`config.mk`:
```
export PLATFORM = sky130hd
export DESIGN_NAME = uart_rx_cfg
export DESIGN_NICKNAME = d
export VERILOG_FILES = /design/src/rtl/uart_pkg.sv /design/src/rtl/uart_rx_sampler.sv /design/src/rtl/uart_rx_cfg.sv
export SDC_FILE = /design/constraint.sdc
export NUM_CORES = 1
export LEC_CHECK = 0
export BUFFER_PORTS_ARGS = -buffer_cell sky130_fd_sc_hd__buf_2
export CORE_ASPECT_RATIO = 0.9
export CORE_MARGIN = 1.5
export CORE_UTILIZATION = 60
export DETAILED_ROUTE_END_ITERATION = 6
export PLACE_DENSITY = 0.8
export REMOVE_ABC_BUFFERS = 1
export SYNTH_ARGS = -nofsm -noshare
export SYNTH_HDL_FRONTEND = slang
export SYNTH_SLANG_ARGS = --single-unit
```
`constraint.sdc`:
```
create_clock -name i_clock -period 5.6 [get_ports i_clock]
set_input_delay 0.28 -clock i_clock [delete_from_list [all_inputs] [get_ports i_clock]]
set_output_delay 0.28 -clock i_clock [all_outputs]
set_load 0.03 [all_outputs]
```
`src/rtl/uart_pkg.sv`:
```
// Shared UART definitions: FSM state encoding, parity mode constants and a
// parity helper. Used by the receiver and intended for the transmitter too.
package uart_pkg;

    // Widest data field any UART instance may use.
    localparam int MAX_DATA_BITS = 9;

    localparam int PARITY_NONE = 0;
    localparam int PARITY_ODD  = 1;
    localparam int PARITY_EVEN = 2;

    typedef enum logic [2:0] {
        ST_IDLE,
        ST_START,
        ST_DATA,
        ST_PARITY,
        ST_STOP
    } uart_state_e;

    // XOR of all data bits; narrower frames pass their data zero-extended.
    function automatic logic calc_parity(input logic [MAX_DATA_BITS-1:0] data);
        return ^data;
    endfunction

endpackage

```
`src/rtl/uart_rx_sampler.sv`:
```
// Serial line front end: two-flop synchroniser (idle-high reset) and, when
// UART_RX_MAJORITY_EN is defined, a 2-of-3 majority vote over the current and
// two preceding synchronised values. rx_s feeds start detection, rx_bit feeds
// every centre sample.
module uart_rx_sampler
    import uart_pkg::*;
(
    input  logic clock,
    input  logic reset,
    input  logic rx_serial,
    output logic rx_s,
    output logic rx_bit
);

    logic sync_q;

    // Synchronise the asynchronous line; both stages reset to the idle level.
    always_ff @(posedge clock or posedge reset) begin
        if (reset) begin
            sync_q <= 1'b1;
            rx_s   <= 1'b1;
        end else begin
            // NOTE: non-blocking assignments so both stages sample the old values.
            sync_q <= rx_serial;
            rx_s   <= sync_q;
        end
    end

`ifdef UART_RX_MAJORITY_EN
    logic [1:0] hist_q;

    // Keep the two previous synchronised values for the majority vote.
    always_ff @(posedge clock or posedge reset) begin
        if (reset) begin
            hist_q <= 2'b11;
        end else begin
            hist_q <= {hist_q[0], rx_s};
        end
    end

    assign rx_bit = (rx_s & hist_q[0]) | (rx_s & hist_q[1]) | (hist_q[0] & hist_q[1]);
`else
    assign rx_bit = rx_s;
`endif

endmodule

```
`src/rtl/uart_rx_cfg.sv`:
```
// Parametrised UART receiver with parity/framing error detection, a one-frame
// output register with valid/ready handshake and overrun flagging.
// Optional 2-of-3 majority sampling is enabled by defining UART_RX_MAJORITY_EN.
module uart_rx_cfg
    import uart_pkg::*;
#(
    parameter int CLKS_PER_BIT = 87,
    parameter int DATA_BITS    = 8,
    parameter int PARITY_MODE  = 0,
    parameter int STOP_BITS    = 1
) (
    input  logic                 i_clock,
    input  logic                 i_reset,
    input  logic                 i_rx_serial,
    output logic                 o_rx_valid,
    input  logic                 i_rx_ready,
    output logic [DATA_BITS-1:0] o_rx_data,
    output logic                 o_parity_err,
    output logic                 o_frame_err,
    output logic                 o_overrun
);

    localparam int CW = $clog2(CLKS_PER_BIT);
    localparam int IW = $clog2(DATA_BITS + 1);

    localparam logic [CW-1:0] CNT_LAST  = CW'(CLKS_PER_BIT - 1);
    localparam logic [CW-1:0] CNT_HALF  = CW'((CLKS_PER_BIT - 1) / 2);
    localparam logic [IW-1:0] IDX_DATA  = IW'(DATA_BITS - 1);
    localparam logic [IW-1:0] IDX_STOP  = IW'(STOP_BITS - 1);
    localparam logic          PAR_ODD   = (PARITY_MODE == PARITY_ODD);

    logic rx_s;
    logic rx_bit;

    uart_rx_sampler u_sampler (
        .clock     (i_clock),
        .reset     (i_reset),
        .rx_serial (i_rx_serial),
        .rx_s      (rx_s),
        .rx_bit    (rx_bit)
    );

    uart_state_e            state_q, state_next;
    logic [CW-1:0]          cnt_q, cnt_next;
    logic [IW-1:0]          idx_q, idx_next;
    logic [DATA_BITS-1:0]   shift_q, shift_next;
    logic                   perr_q, perr_next;
    logic                   ferr_q, ferr_next;
    logic                   complete;
    logic [MAX_DATA_BITS-1:0] shift_ext;

    assign shift_ext = MAX_DATA_BITS'(shift_q);

    // Frame state and receive datapath registers.
    always_ff @(posedge i_clock or posedge i_reset) begin
        if (i_reset) begin
            state_q <= ST_IDLE;
            cnt_q   <= '0;
            idx_q   <= '0;
            shift_q <= '0;
            perr_q  <= 1'b0;
            ferr_q  <= 1'b0;
        end else begin
            state_q <= state_next;
            cnt_q   <= cnt_next;
            idx_q   <= idx_next;
            shift_q <= shift_next;
            perr_q  <= perr_next;
            ferr_q  <= ferr_next;
        end
    end

    // Next-state logic: bit timing, centre sampling and error accumulation.
    always_comb begin
        // NOTE: every output gets a default first so no path can infer a latch.
        state_next = state_q;
        cnt_next   = cnt_q;
        idx_next   = idx_q;
        shift_next = shift_q;
        perr_next  = perr_q;
        ferr_next  = ferr_q;
        complete   = 1'b0;

        unique case (state_q)
            ST_IDLE: begin
                cnt_next = '0;
                idx_next = '0;
                if (!rx_s) state_next = ST_START;
            end
            ST_START: begin
                if (cnt_q == CNT_HALF) begin
                    cnt_next   = '0;
                    perr_next  = 1'b0;
                    ferr_next  = 1'b0;
                    state_next = rx_bit ? ST_IDLE : ST_DATA;
                end else begin
                    cnt_next = cnt_q + 1'b1;
                end
            end
            ST_DATA: begin
                if (cnt_q == CNT_LAST) begin
                    cnt_next   = '0;
                    // LSB arrives first, so shift in from the top.
                    shift_next = {rx_bit, shift_q[DATA_BITS-1:1]};
                    if (idx_q == IDX_DATA) begin
                        idx_next   = '0;
                        state_next = (PARITY_MODE != PARITY_NONE) ? ST_PARITY : ST_STOP;
                    end else begin
                        idx_next = idx_q + 1'b1;
                    end
                end else begin
                    cnt_next = cnt_q + 1'b1;
                end
            end
            ST_PARITY: begin
                if (cnt_q == CNT_LAST) begin
                    cnt_next   = '0;
                    perr_next  = (calc_parity(shift_ext) ^ rx_bit) != PAR_ODD;
                    state_next = ST_STOP;
                end else begin
                    cnt_next = cnt_q + 1'b1;
                end
            end
            ST_STOP: begin
                if (cnt_q == CNT_LAST) begin
                    cnt_next = '0;
                    if (!rx_bit) ferr_next = 1'b1;
                    if (idx_q == IDX_STOP) begin
                        // Straight back to IDLE so an immediate start bit is caught.
                        idx_next   = '0;
                        complete   = 1'b1;
                        state_next = ST_IDLE;
                    end else begin
                        idx_next = idx_q + 1'b1;
                    end
                end else begin
                    cnt_next = cnt_q + 1'b1;
                end
            end
            default: state_next = ST_IDLE;
        endcase
    end

    // Output holding register: load on completion when free or being drained,
    // flag overrun when stalled, clear valid and flags on acceptance.
    always_ff @(posedge i_clock or posedge i_reset) begin
        if (i_reset) begin
            o_rx_valid   <= 1'b0;
            o_rx_data    <= '0;
            o_parity_err <= 1'b0;
            o_frame_err  <= 1'b0;
            o_overrun    <= 1'b0;
        end else if (complete) begin
            if (!o_rx_valid || i_rx_ready) begin
                o_rx_valid   <= 1'b1;
                o_rx_data    <= shift_next;
                o_parity_err <= perr_next;
                o_frame_err  <= ferr_next;
                o_overrun    <= 1'b0;
            end else begin
                o_overrun <= 1'b1;
            end
        end else if (o_rx_valid && i_rx_ready) begin
            o_rx_valid   <= 1'b0;
            o_parity_err <= 1'b0;
            o_frame_err  <= 1'b0;
            o_overrun    <= 1'b0;
        end
    end

endmodule

```
==> results of run 1 <==
-- kinds of logic after synthesis --
| family | count (synthesis) | share of synthesized area |
|---|---|---|
| flops | 38 | 0.5198 |
| mux | 20 | 0.1214 |
| compound gates | 27 | 0.1003 |
| buf+inv | 15 | 0.03342 |
| fa+ha+maj | 4 | 0.02729 |
| xor+xnor | 12 | 0.05730 |
| simple gates | 46 | 0.1405 |
-- flip-flops by register name, summed over array words and instances, names as in the netlist --
| register | cells |
|---|---|
| u_sampler.sync_q | 1 |
| state_q | 3 |
| o_parity_err | 1 |
| o_overrun | 1 |
| perr_q | 1 |
| shift_q | 8 |
| ferr_q | 1 |
| o_rx_data | 8 |
| u_sampler.rx_bit | 1 |
| cnt_q | 7 |
| o_frame_err | 1 |
| idx_q | 4 |
| o_rx_valid | 1 |
-- Yosys cell counts (all sizes together) (2+ instances only) --
library cell	instances	share of area
dfrtp	36	0.49
dfstp	2	0.029
inv	10	0.020
xnor2	8	0.038
clkbuf	3	0.0061
nand2	13	0.027
o22ai	2	0.0068
buf	2	0.0068
a31oi	2	0.0068
nand2b	3	0.010
a21oi	2	0.0055
nor2	12	0.026
nand4	2	0.0068
o21ai	8	0.022
nand3	4	0.014
ha	4	0.027
nor4b	3	0.023
o21a	2	0.0082
xor2	4	0.019
or3b	2	0.0096
mux2i	2	0.011
mux2	18	0.11
nor3	3	0.0082
-- worst register-to-register path, delay by kind of cell (launching register included) --
family                     cells  cell delay, ns
buffers and inverters          1            0.08
and+or+nand+nor                3            0.89
adders and majority gates      1            0.13
muxes                          2            0.68
DFF                            1            0.44
-- layout by cell type (no fill, tap or decap), types with 2 or more instances in the layout --
cell type / n
nand2_1: 13
a21oi_1: 2
mux2_2: 18
nor3_1: 3
o21ai_0: 8
nand2b_1: 3
mux2i_1: 2
dfstp_2: 2
xor2_1: 4
dfrtp_1: 36
nor2_1: 11
nand3_1: 3
inv_1: 10
nor4b_1: 2
buf_2: 15
a31oi_1: 2
o22ai_1: 2
nand4_1: 2
o21a_1: 2
ha_1: 4
xnor2_1: 8
clkbuf_4: 5
-- final cells by class --
type	count	area share
tap	40	0.02486
multi-input combinational	109	0.4071
inverter	10	0.01865
timing repair buffer	17	0.04599
clock buffer	7	0.02735
clock inverter	1	0.002486
sequential	38	0.4736
-- final timing paths --
check	depth (start not counted)	to
setup reg to reg	7	o_rx_data[4]
max in group asynchronous	3	u_sampler.rx_bit
hold / removal	3	ferr_q
min in group i_clock	3	o_rx_valid
hold reg to reg	0	u_sampler.rx_bit
setup / recovery	7	o_rx_data[4]
-- power by group through the flow --
stage / Clock, mW / Combinational, mW / Sequential [mW]
floorplan: 0 / 0.0849 / 0.312
global placement: 0 / 0.103 / 0.315
detailed placement: 0 / 0.107 / 0.317
CTS: 0.151 / 0.108 / 0.311
global route: 0.164 / 0.122 / 0.315
finish: 0.149 / 0.109 / 0.312
-- per-stage QoR --
step | util | area (um^2)
CTS | 0.7116 | 2003
floorplan | - | 1810
global placement | 0.6902 | 1943
detailed placement | 0.6902 | 1943
finish | 0.7151 | 2013
global route | 0.7151 | 2013
-- repair_timing --
item                                   4_1_cts  5_1_grt
hold buffers                                 0        1
endpoints found under the hold margin        0        1
setup buffers                                0        0
-- routing by layer --
layer / track usage / share of wire / up-vias
met1: 0.3209 / 0.44 / 629
met4: 0.1242 / 0.025 / 0
met5: 0 / 0 / -
met2: 0.3404 / 0.48 / 45
li1: - / - / 605
met3: 0.07494 / 0.058 / 10
==> impl_metrics.csv, run 1 <==
group,metric,value,unit
outcome,status,"completed",
global_routing,track_usage,0.2385,
clocking,clkLatencyLatePin,0.35,ns
detailed_routing,drtAntennaViolNets,0,
detailed_routing,avgRoutedWirePerCell,15.20,um
timing,setup_viol,0,
pwr,clkPwrFrac,0.261,
pwr,seqPwrFrac,0.548,
layout,register_area,953.4,um^2
timing,rsz0062_at_grt,"no",
worst_setup_path,slowest_stage,"dfrtp_1",
pwr,power,0.5700,mW
floorplan,die_x,61.28,um
timing,max_freq,0.4310,GHz
logic_synthesis,synth_cells,162,
placed_design,place_ws,3.295,ns
timing,fin_crit_sh,0.4143,
job,max_cap_violations,0,
global_routing,antenna_found_initial,0,
detailed_routing,via_count,1289,
pwr,switchingPower,0.1783,mW
floorplan,ios,16,
worst_setup_path,r2r_start,"cnt_q[0]",
worst_setup_path,max_stage_delay,0.44,ns
clocking,numCtsBuffers,5,
layout,final_nets,189,
global_routing,grt_max_degree,39,
timing,fin_tns_setup,0,ns
floorplan,initial_core_util,0.6516,
logic_synthesis,synth-edff-count,0,
clocking,clockBufferDepth,2,
layout,instances_no_fill,222,
worst_setup_path,startpoint_type,"flop",
floorplan,core,2815,um^2
worst_setup_path,critPathRequiredTime,5.85,ns
clocking,clk_pin_slew_worst_paths,0.11,ns
placed_design,io_buffers,15,
worst_setup_path,startpoint,"cnt_q[0]",
min_path,hold_path_class,"in -> async",
logic_synthesis,syn_area_per_cell,11.32,um^2
timing,worst-slew-pin-transition,0.6609,ns
timing,fin_skew,0.008648,ns
layout,drive_gt1_frac,0.2692,
clocking,h-tree-depth,2,
pwr,p_int,0.3917,mW
pwr,p_leak,0.9624,nW
logic_synthesis,ys_ff_latch,38,
pwr,swShare,0.3129,
layout,antenna_cells,0,
timing,holdWs,0.01756,ns
global_routing,grt_pass1_wl,5947,um
global_routing,overflow,0,
layout,multi_input_area,819.5,um^2
timing,relSlewSlack,0.5576,
pwr,pwr_density_cell,283.1,nW/um^2
worst_setup_path,cpMostUsedCell,"mux2_2",
worst_setup_path,worstPathCellList,"inv_1 > ha_1 > and4bb_2 > nand3_2 > nor2_2 > mux2_2 > mux2_2",
detailed_routing,drc_errors,0,
detailed_routing,drt-total-wl,3374,um
detailed_routing,vias_per_cell,5.806,
placed_design,place.gp.congestion,0.8730,
pwr,vdd_drop_max,0.2337,mV
timing,fin_crit,2.320,ns
placed_design,dpl.hpwl,2408,um
clocking,numClockSinks,38,
worst_setup_path,crit_family,"simple AND/OR/NAND/NOR gates",
floorplan,die_h,55.46,um
clocking,cts_resized,0,
pwr,combinationalPowerShare,0.191,
timing,fin_ws,3.280,ns
clocking,cts_tree,"built",
clocking,cts_root_buffer,"clkbuf_4",
detailed_routing,detail_route.first_pass.iterations,5,
worst_setup_path,cp-end-kind,"flop",
worst_setup_path,crit_buf_inv,1,
worst_setup_path,critical_path_class,"reg -> reg",
layout,fill_cells,213,
global_routing,first_global_vias,1281,
worst_setup_path,worstPathArrival,2.57,ns
timing,hold_viol_final,0,
logic_synthesis,ys_warn_count,0,
logic_synthesis,synth_area,1834,um^2
detailed_routing,drt-initial-drc-count,76,
logic_synthesis,synthFlopType,"dfrtp_1",
logic_synthesis,ys_types,43,
logic_synthesis,yosysSeqAreaShare,0.5198,
worst_setup_path,cp_max_fo,8,
worst_setup_path,regToRegSetupSlack,3.28,ns
timing,maxSlewViolCount,0,
layout,area_delta_synth_final,9.754,%
placed_design,dp_cells,213,
logic_synthesis,async_reset_ff_frac,1.000,
floorplan,std_cell_rows,18,
floorplan,dieArea,3398,um^2
Note: power is estimated with default switching activity, not from simulation.
==> inputs of run 2 (changes only) <==
--- a/config.mk
+++ b/config.mk
@@ -8,9 +8,9 @@
 export BUFFER_PORTS_ARGS = -buffer_cell sky130_fd_sc_hd__buf_2
 export CORE_ASPECT_RATIO = 0.9
 export CORE_MARGIN = 1.5
-export CORE_UTILIZATION = 60
+export CORE_UTILIZATION = 58
 export DETAILED_ROUTE_END_ITERATION = 6
-export PLACE_DENSITY = 0.8
+export PLACE_DENSITY = 0.78
 export REMOVE_ABC_BUFFERS = 1
 export SYNTH_ARGS = -nofsm -noshare
 export SYNTH_HDL_FRONTEND = slang
==> constraint.sdc (replaced) <==
create_clock -name i_clock -period 2.4 [get_ports i_clock]
set_input_delay 0.12 -clock i_clock [delete_from_list [all_inputs] [get_ports i_clock]]
set_output_delay 0.12 -clock i_clock [all_outputs]
set_load 0.03 [all_outputs]
==> impl_metrics.csv, run 2 (same netlist as run 1, synthesis figures left out) <==
group,metric,value,unit
detailed_routing,detail_route.first_pass.iterations,4,
timing,worst-slew-pin-transition,0.6832,ns
clocking,numClockSinks,38,
detailed_routing,drtAntennaViolNets,0,
timing,hold_viol_final,0,
worst_setup_path,r2r_start,"cnt_q[0]",
pwr,pwr_density_cell,655.3,nW/um^2
layout,design_area,2057,um^2
global_routing,use_met3,0.05010,
global_routing,first_global_vias,1234,
global_routing,met2_usage,0.3401,
layout,antenna_cells,0,
layout,multi_input_area,824.5,um^2
clocking,clockBufferDepth,2,
global_routing,overflow,0,
placed_design,io_buffers,15,
worst_setup_path,cp-endpoint,"state_q[1]",
timing,fin_skew,0.005099,ns
floorplan,dieArea,3509,um^2
outcome,status,"completed",
worst_setup_path,worstPathArrival,2.48,ns
layout,reg.largest.list,"o_rx_data x8, shift_q x8, cnt_q x7",
worst_setup_path,regToRegSetupSlack,0.16,ns
detailed_routing,avgRoutedWirePerCell,14.76,um
clocking,cts_tree,"built",
worst_setup_path,slowest_stage,"dfrtp_1",
timing,maxSlewViolCount,0,
floorplan,std_cell_rows,19,
clocking,clkLatencyLatePin,0.35,ns
worst_setup_path,startpoint,"cnt_q[0]",
placed_design,dpl.hpwl,2481,um
timing,relSlewSlack,0.5440,
placed_design,dpl_cell_area,1968,um^2
worst_setup_path,worstPathCellList,"inv_1 > ha_1 > and4bb_2 > nand3_2 > a21boi_0 > a211oi_1 > mux2_2",
floorplan,ios,16,
clocking,clk_pin_slew_worst_paths,0.11,ns
global_routing,grt_max_degree,21,
timing,setup_viol,0,
detailed_routing,drt-total-wl,3365,um
timing,max_freq,0.4472,GHz
layout,fill_cells,232,
global_routing,track_usage,0.2152,
detailed_routing,vias_per_cell,5.566,
clocking,h-tree-depth,2,
floorplan,die_h,56.35,um
global_routing,met1_usage,0.2888,
pwr,vdd_drop_max,0.4638,mV
detailed_routing,drc_errors,0,
pwr,p_leak,0.9816,nW
global_routing,grt_pass1_wl,5796,um
floorplan,die_x,62.28,um
worst_setup_path,critical_path_class,"reg -> reg",
placed_design,place_ws,0.1166,ns
timing,fin_crit,2.236,ns
clocking,numCtsBuffers,5,
timing,fin_tns_setup,0,ns
job,max_cap_violations,0,
worst_setup_path,cp_max_fo,8,
worst_setup_path,cp-end-kind,"flop",
layout,final_nets,193,
worst_setup_path,r2r_cells,7,
layout,drive_gt1_frac,0.2849,
worst_setup_path,startpoint_type,"flop",
layout,final_cell_mix,"dfrtp_1, mux2_2, buf_2, nand2_1, nor2_1",
clocking,cts_root_buffer,"clkbuf_4",
floorplan,initial_core_util,0.6028,
detailed_routing,via_count,1269,
worst_setup_path,critPathRequiredTime,2.64,ns
timing,rsz0062_at_grt,"no",
worst_setup_path,crit_buf_inv,1,
global_routing,antenna_found_initial,0,
worst_setup_path,r2r-end,"state_q[1]",
worst_setup_path,max_stage_delay,0.44,ns
timing,fin_ws,0.1638,ns
timing,fin_crit_sh,0.9318,
detailed_routing,drt-initial-drc-count,101,
worst_setup_path,cp_num_cells,7,
layout,area_delta_synth_final,12.14,%
placed_design,place.gp.congestion,0.8931,
clocking,cts_setup_buffers,0,
global_routing,gr-max-usage-layer,"met2",
layout,mostFrequentLayoutCell,"dfrtp_1",
layout,register_area,953.4,um^2
worst_setup_path,crit_family,"compound AO/OA/AOI/OAI gates",
min_path,hold_path_class,"in -> reg",
floorplan,core,3043,um^2
-- run 2: layer usage --
metal / up-vias / share of wire
met2: 30 / 0.49
met4: 0 / 0.016
met3: 6 / 0.041
met5: - / 0
li1: 622 / -
met1: 611 / 0.46
-- run 2: worst min-delay path by stage --
stage                start                to  cells past startpoint
3_5_place_dp   i_rx_serial  u_sampler.sync_q                      1
4_1_cts         i_rx_ready        o_rx_valid                      3
6_report        i_rx_ready        o_rx_valid                      3
3_3_place_gp       i_reset      o_rx_data[7]                      2
2_1_floorplan  i_rx_serial  u_sampler.sync_q                      0
5_1_grt         i_rx_ready        o_rx_valid                      3
-- run 2: final cells by class --
class                      count  area share
clock buffer                   6     0.02494
clock inverter                 2    0.006083
inverter                      10     0.01825
multi-input combinational    109      0.4009
sequential                    38      0.4635
tap                           42     0.02555
timing repair buffer          21     0.06083
-- run 2: power breakdown --
group          internal (mW)  switching, mW
Combinational          0.110          0.175
Sequential             0.673         0.0373
Clock                  0.141          0.211
-- run 2: what timing repair did --
action,CTS,global route
gates resized for setup,0,1
hold buffers,2,0
endpoints found under the setup margin,0,4
hold endpoints to repair,17,0
-- run 2: worst register-to-register path, cell delays in order (launching register included) --
cell	delay, ns
dfrtp_1	0.44
inv_1	0.08
ha_1	0.13
and4bb_2	0.27
nand3_2	0.22
a21boi_0	0.22
a211oi_1	0.39
mux2_2	0.39
-- run 2: per-stage QoR --
step           power (mW)    util  hold slack [ns]  instances
2_1_floorplan      0.9254       -           0.1245        157
3_3_place_gp       0.9864  0.6468           0.2265        218
3_5_place_dp        1.005  0.6468           0.2276        218
4_1_cts             1.354  0.6743          0.06734        228
5_1_grt             1.432  0.6760          0.08113        228
6_report            1.348  0.6760          0.07826        228
==> inputs of run 3 (changes only) <==
--- a/config.mk
+++ b/config.mk
@@ -5,12 +5,13 @@
 export SDC_FILE = /design/constraint.sdc
 export NUM_CORES = 1
 export LEC_CHECK = 0
+export ABC_AREA = 1
 export BUFFER_PORTS_ARGS = -buffer_cell sky130_fd_sc_hd__buf_2
 export CORE_ASPECT_RATIO = 0.9
 export CORE_MARGIN = 1.5
-export CORE_UTILIZATION = 58
+export CORE_UTILIZATION = 59
 export DETAILED_ROUTE_END_ITERATION = 6
-export PLACE_DENSITY = 0.78
+export PLACE_DENSITY = 0.79
 export REMOVE_ABC_BUFFERS = 1
 export SYNTH_ARGS = -nofsm -noshare
 export SYNTH_HDL_FRONTEND = slang
==> impl_metrics.csv, run 3 <==
group,metric,value,unit
outcome,status,"completed",
logic_synthesis,ys_types,28,
placed_design,dp_cells,307,
timing,fin_crit_sh,0.7382,
detailed_routing,drt-initial-drc-count,97,
logic_synthesis,ys_warn_count,0,
clocking,clockBufferDepth,2,
floorplan,die_x,63.86,um
floorplan,std_cell_rows,19,
worst_setup_path,cp_max_fo,16,
layout,final_cell_mix,"nand2_1, dfrtp_1, inv_1, nor2_1, buf_2",
global_routing,overflow,0,
floorplan,die_h,57.78,um
clocking,h-tree-depth,2,
pwr,pwr_density_cell,734.8,nW/um^2
clocking,cts_setup_buffers,0,
placed_design,dpl.hpwl,2552,um
worst_setup_path,critPathRequiredTime,2.59,ns
detailed_routing,via_count,1574,
detailed_routing,drtAntennaViolNets,0,
detailed_routing,drc_errors,0,
logic_synthesis,synth_area,1967,um^2
clocking,numClockSinks,38,
clocking,cts_root_buffer,"clkbuf_8",
worst_setup_path,crit_buf_inv,1,
layout,mostFrequentLayoutCell,"nand2_1",
global_routing,antenna_found_initial,0,
pwr,power,1.624,mW
placed_design,io_buffers,15,
placed_design,place.gp.congestion,0.8422,
logic_synthesis,yosysSeqAreaShare,0.4847,
layout,antenna_cells,0,
worst_setup_path,max_stage_delay,0.38,ns
layout,reg.largest.list,"o_rx_data x8, shift_q x8, cnt_q x7",
pwr,p_leak,1.116,nW
worst_setup_path,slowest_stage,"dfrtp_1",
detailed_routing,drt-total-wl,3597,um
global_routing,first_global_vias,1523,
timing,relSlewSlack,0.6933,
detailed_routing,vias_per_cell,4.965,
clocking,numCtsBuffers,5,
logic_synthesis,ys_ff_latch,38,
timing,setup_viol,0,
job,max_cap_violations,0,
layout,area_delta_synth_final,12.34,%
timing,fin_crit,1.772,ns
worst_setup_path,worstPathArrival,1.96,ns
logic_synthesis,ys_top_cells_by_count,"nand2_1, dfrtp_1, inv_1, nor2_1, o21ai_1",
floorplan,initial_core_util,0.6316,
clocking,clkLatencyLatePin,0.29,ns
layout,drive_gt1_frac,0.1745,
pwr,vdd_drop_max,0.5728,mV
timing,hold_viol_final,0,
placed_design,dpl_cell_area,2100,um^2
logic_synthesis,synth_cells,250,
detailed_routing,avgRoutedWirePerCell,11.35,um
worst_setup_path,worstPathCellList,"inv_1 > ha_1 > nand3_1 > nor2_4 > nand3_2 > nand2_1 > o21ai_1 > nand2_1 > nand2_1",
timing,fin_skew,0.002353,ns
global_routing,grt_max_degree,39,
layout,instances_no_fill,317,
global_routing,grt_pass1_wl,6492,um
timing,maxSlewViolCount,0,
worst_setup_path,startpoint_type,"flop",
worst_setup_path,cpMostUsedCell,"nand2_1",
worst_setup_path,startpoint,"cnt_q[0]",
timing,worst-slew-pin-transition,0.4601,ns
logic_synthesis,synth_top_cell_by_area,"dfrtp_1",
logic_synthesis,async_reset_ff_frac,1.000,
floorplan,dieArea,3690,um^2
layout,design_area,2210,um^2
logic_synthesis,synthFlopType,"dfrtp_1",
layout,final_nets,282,
timing,max_freq,0.5644,GHz
clocking,cts_tree,"built",
timing,rsz0062_at_grt,"no",
floorplan,core,3114,um^2
logic_synthesis,synthTopCellsByArea,"dfrtp_1, nand2_1, inv_1",
worst_setup_path,cp-end-kind,"flop",
logic_synthesis,synth-edff-count,0,
global_routing,track_usage,0.2333,
floorplan,ios,16,
min_path,hold_path_class,"in -> reg",
worst_setup_path,crit_family,"simple AND/OR/NAND/NOR gates",
layout,fill_cells,262,
worst_setup_path,critical_path_class,"reg -> reg",
detailed_routing,detail_route.first_pass.iterations,4,
logic_synthesis,syn_area_per_cell,7.868,um^2
logic_synthesis,synth.top_cell.area_share,0.4580,
timing,fin_tns_setup,0,ns
min_path,hold_path.startpoint,"i_rx_ready",
clocking,clk_pin_slew_worst_paths,0.07,ns
worst_setup_path,r2r_start,"cnt_q[0]",
logic_synthesis,yosysMostFrequentCell,"nand2_1",
[run 3: cell count changes after synthesis, sizes merged, moves of 3 or more]
| cell | previous run | this run |
|---|---|---|
| mux2 | 18 | 0 |
| nand2 | 13 | 97 |
| o21ai | 8 | 20 |
| clkbuf | 3 | 0 |
| nor3b | 0 | 3 |
| nand2b | 3 | 0 |
| inv | 10 | 36 |
| a22oi | 0 | 3 |
| nand3 | 4 | 12 |
| nor4b | 3 | 0 |
| nor2 | 12 | 20 |
| xnor2 | 8 | 0 |
[run 3: per-stage QoR]
stage	hold WS [ns]	worst slack [ns]	utilization
after floorplan	0.1245	0.7780	-
after global placement	0.2253	0.6755	0.6742
after detailed placement	0.2263	0.6114	0.6742
after CTS	0.08957	0.6071	0.7095
after global routing	0.09909	0.4081	0.7095
final	0.09402	0.6283	0.7095
[run 3: logic make-up (layout without fill, tap and decap cells)]
group | after synthesis | after routing | share of synthesized area
and+or+nand+nor | 138 | 138 | 0.3092
DFF | 38 | 38 | 0.4847
buffers and inverters | 38 | 63 | 0.07379
AOI/OAI and AO/OA | 30 | 30 | 0.09797
adders and majority gates | 4 | 4 | 0.02545
xor gates and xnor gates | 2 | 2 | 0.008907
[run 3: worst paths after layout]
check	end	slack, ns	cells after the start
min in group asynchronous	cnt_q[4]	0.49	4
worst min-delay path	o_rx_valid	0.09	4
max in group asynchronous	u_sampler.rx_bit	1.57	4
worst min register to register	u_sampler.rx_bit	0.36	0
worst max register to register	o_rx_data[7]	0.63	9
worst max-delay path	o_rx_data[7]	0.63	9
[run 3: where the power goes]
group	leakage (nW)	switching (mW)	internal [mW]	total, mW
clock network	0.0455	0.217	0.234	0.451
registers	0.518	0.0514	0.685	0.737
logic	0.552	0.294	0.142	0.436
[run 3: worst min-delay path, delay by kind of cell]
family	cells	cell delay (ns)
buf+inv	2	0.12
simple gates	2	0.10
[run 3: per-layer routing]
metal | track usage | up-vias | part of all wire | wire length (um)
met5 | 0 | - | 0 | 0
met4 | 0.09317 | 0 | 0.019 | 70
met3 | 0.07573 | 5 | 0.038 | 137
met2 | 0.3631 | 31 | 0.43 | 1541
met1 | 0.3060 | 706 | 0.51 | 1848
li1 | - | 832 | - | -
[run 3: final cells by class]
class                   count  area (um^2)  share of cell area
flip-flops and latches     38        953.4              0.4315
repair buffers             19        110.1             0.04983
well taps                  42        52.55             0.02378
inverters                  36        135.1             0.06116
clock buffers               8        90.09             0.04077
multi-input cells         174        868.3              0.3930
[run 3: timing repair]
| item | 4_1_cts | 5_1_grt |
|---|---|---|
| gates resized for setup | 0 | 0 |
| hold buffers | 2 | 0 |
| hold endpoints to repair | 37 | 0 |
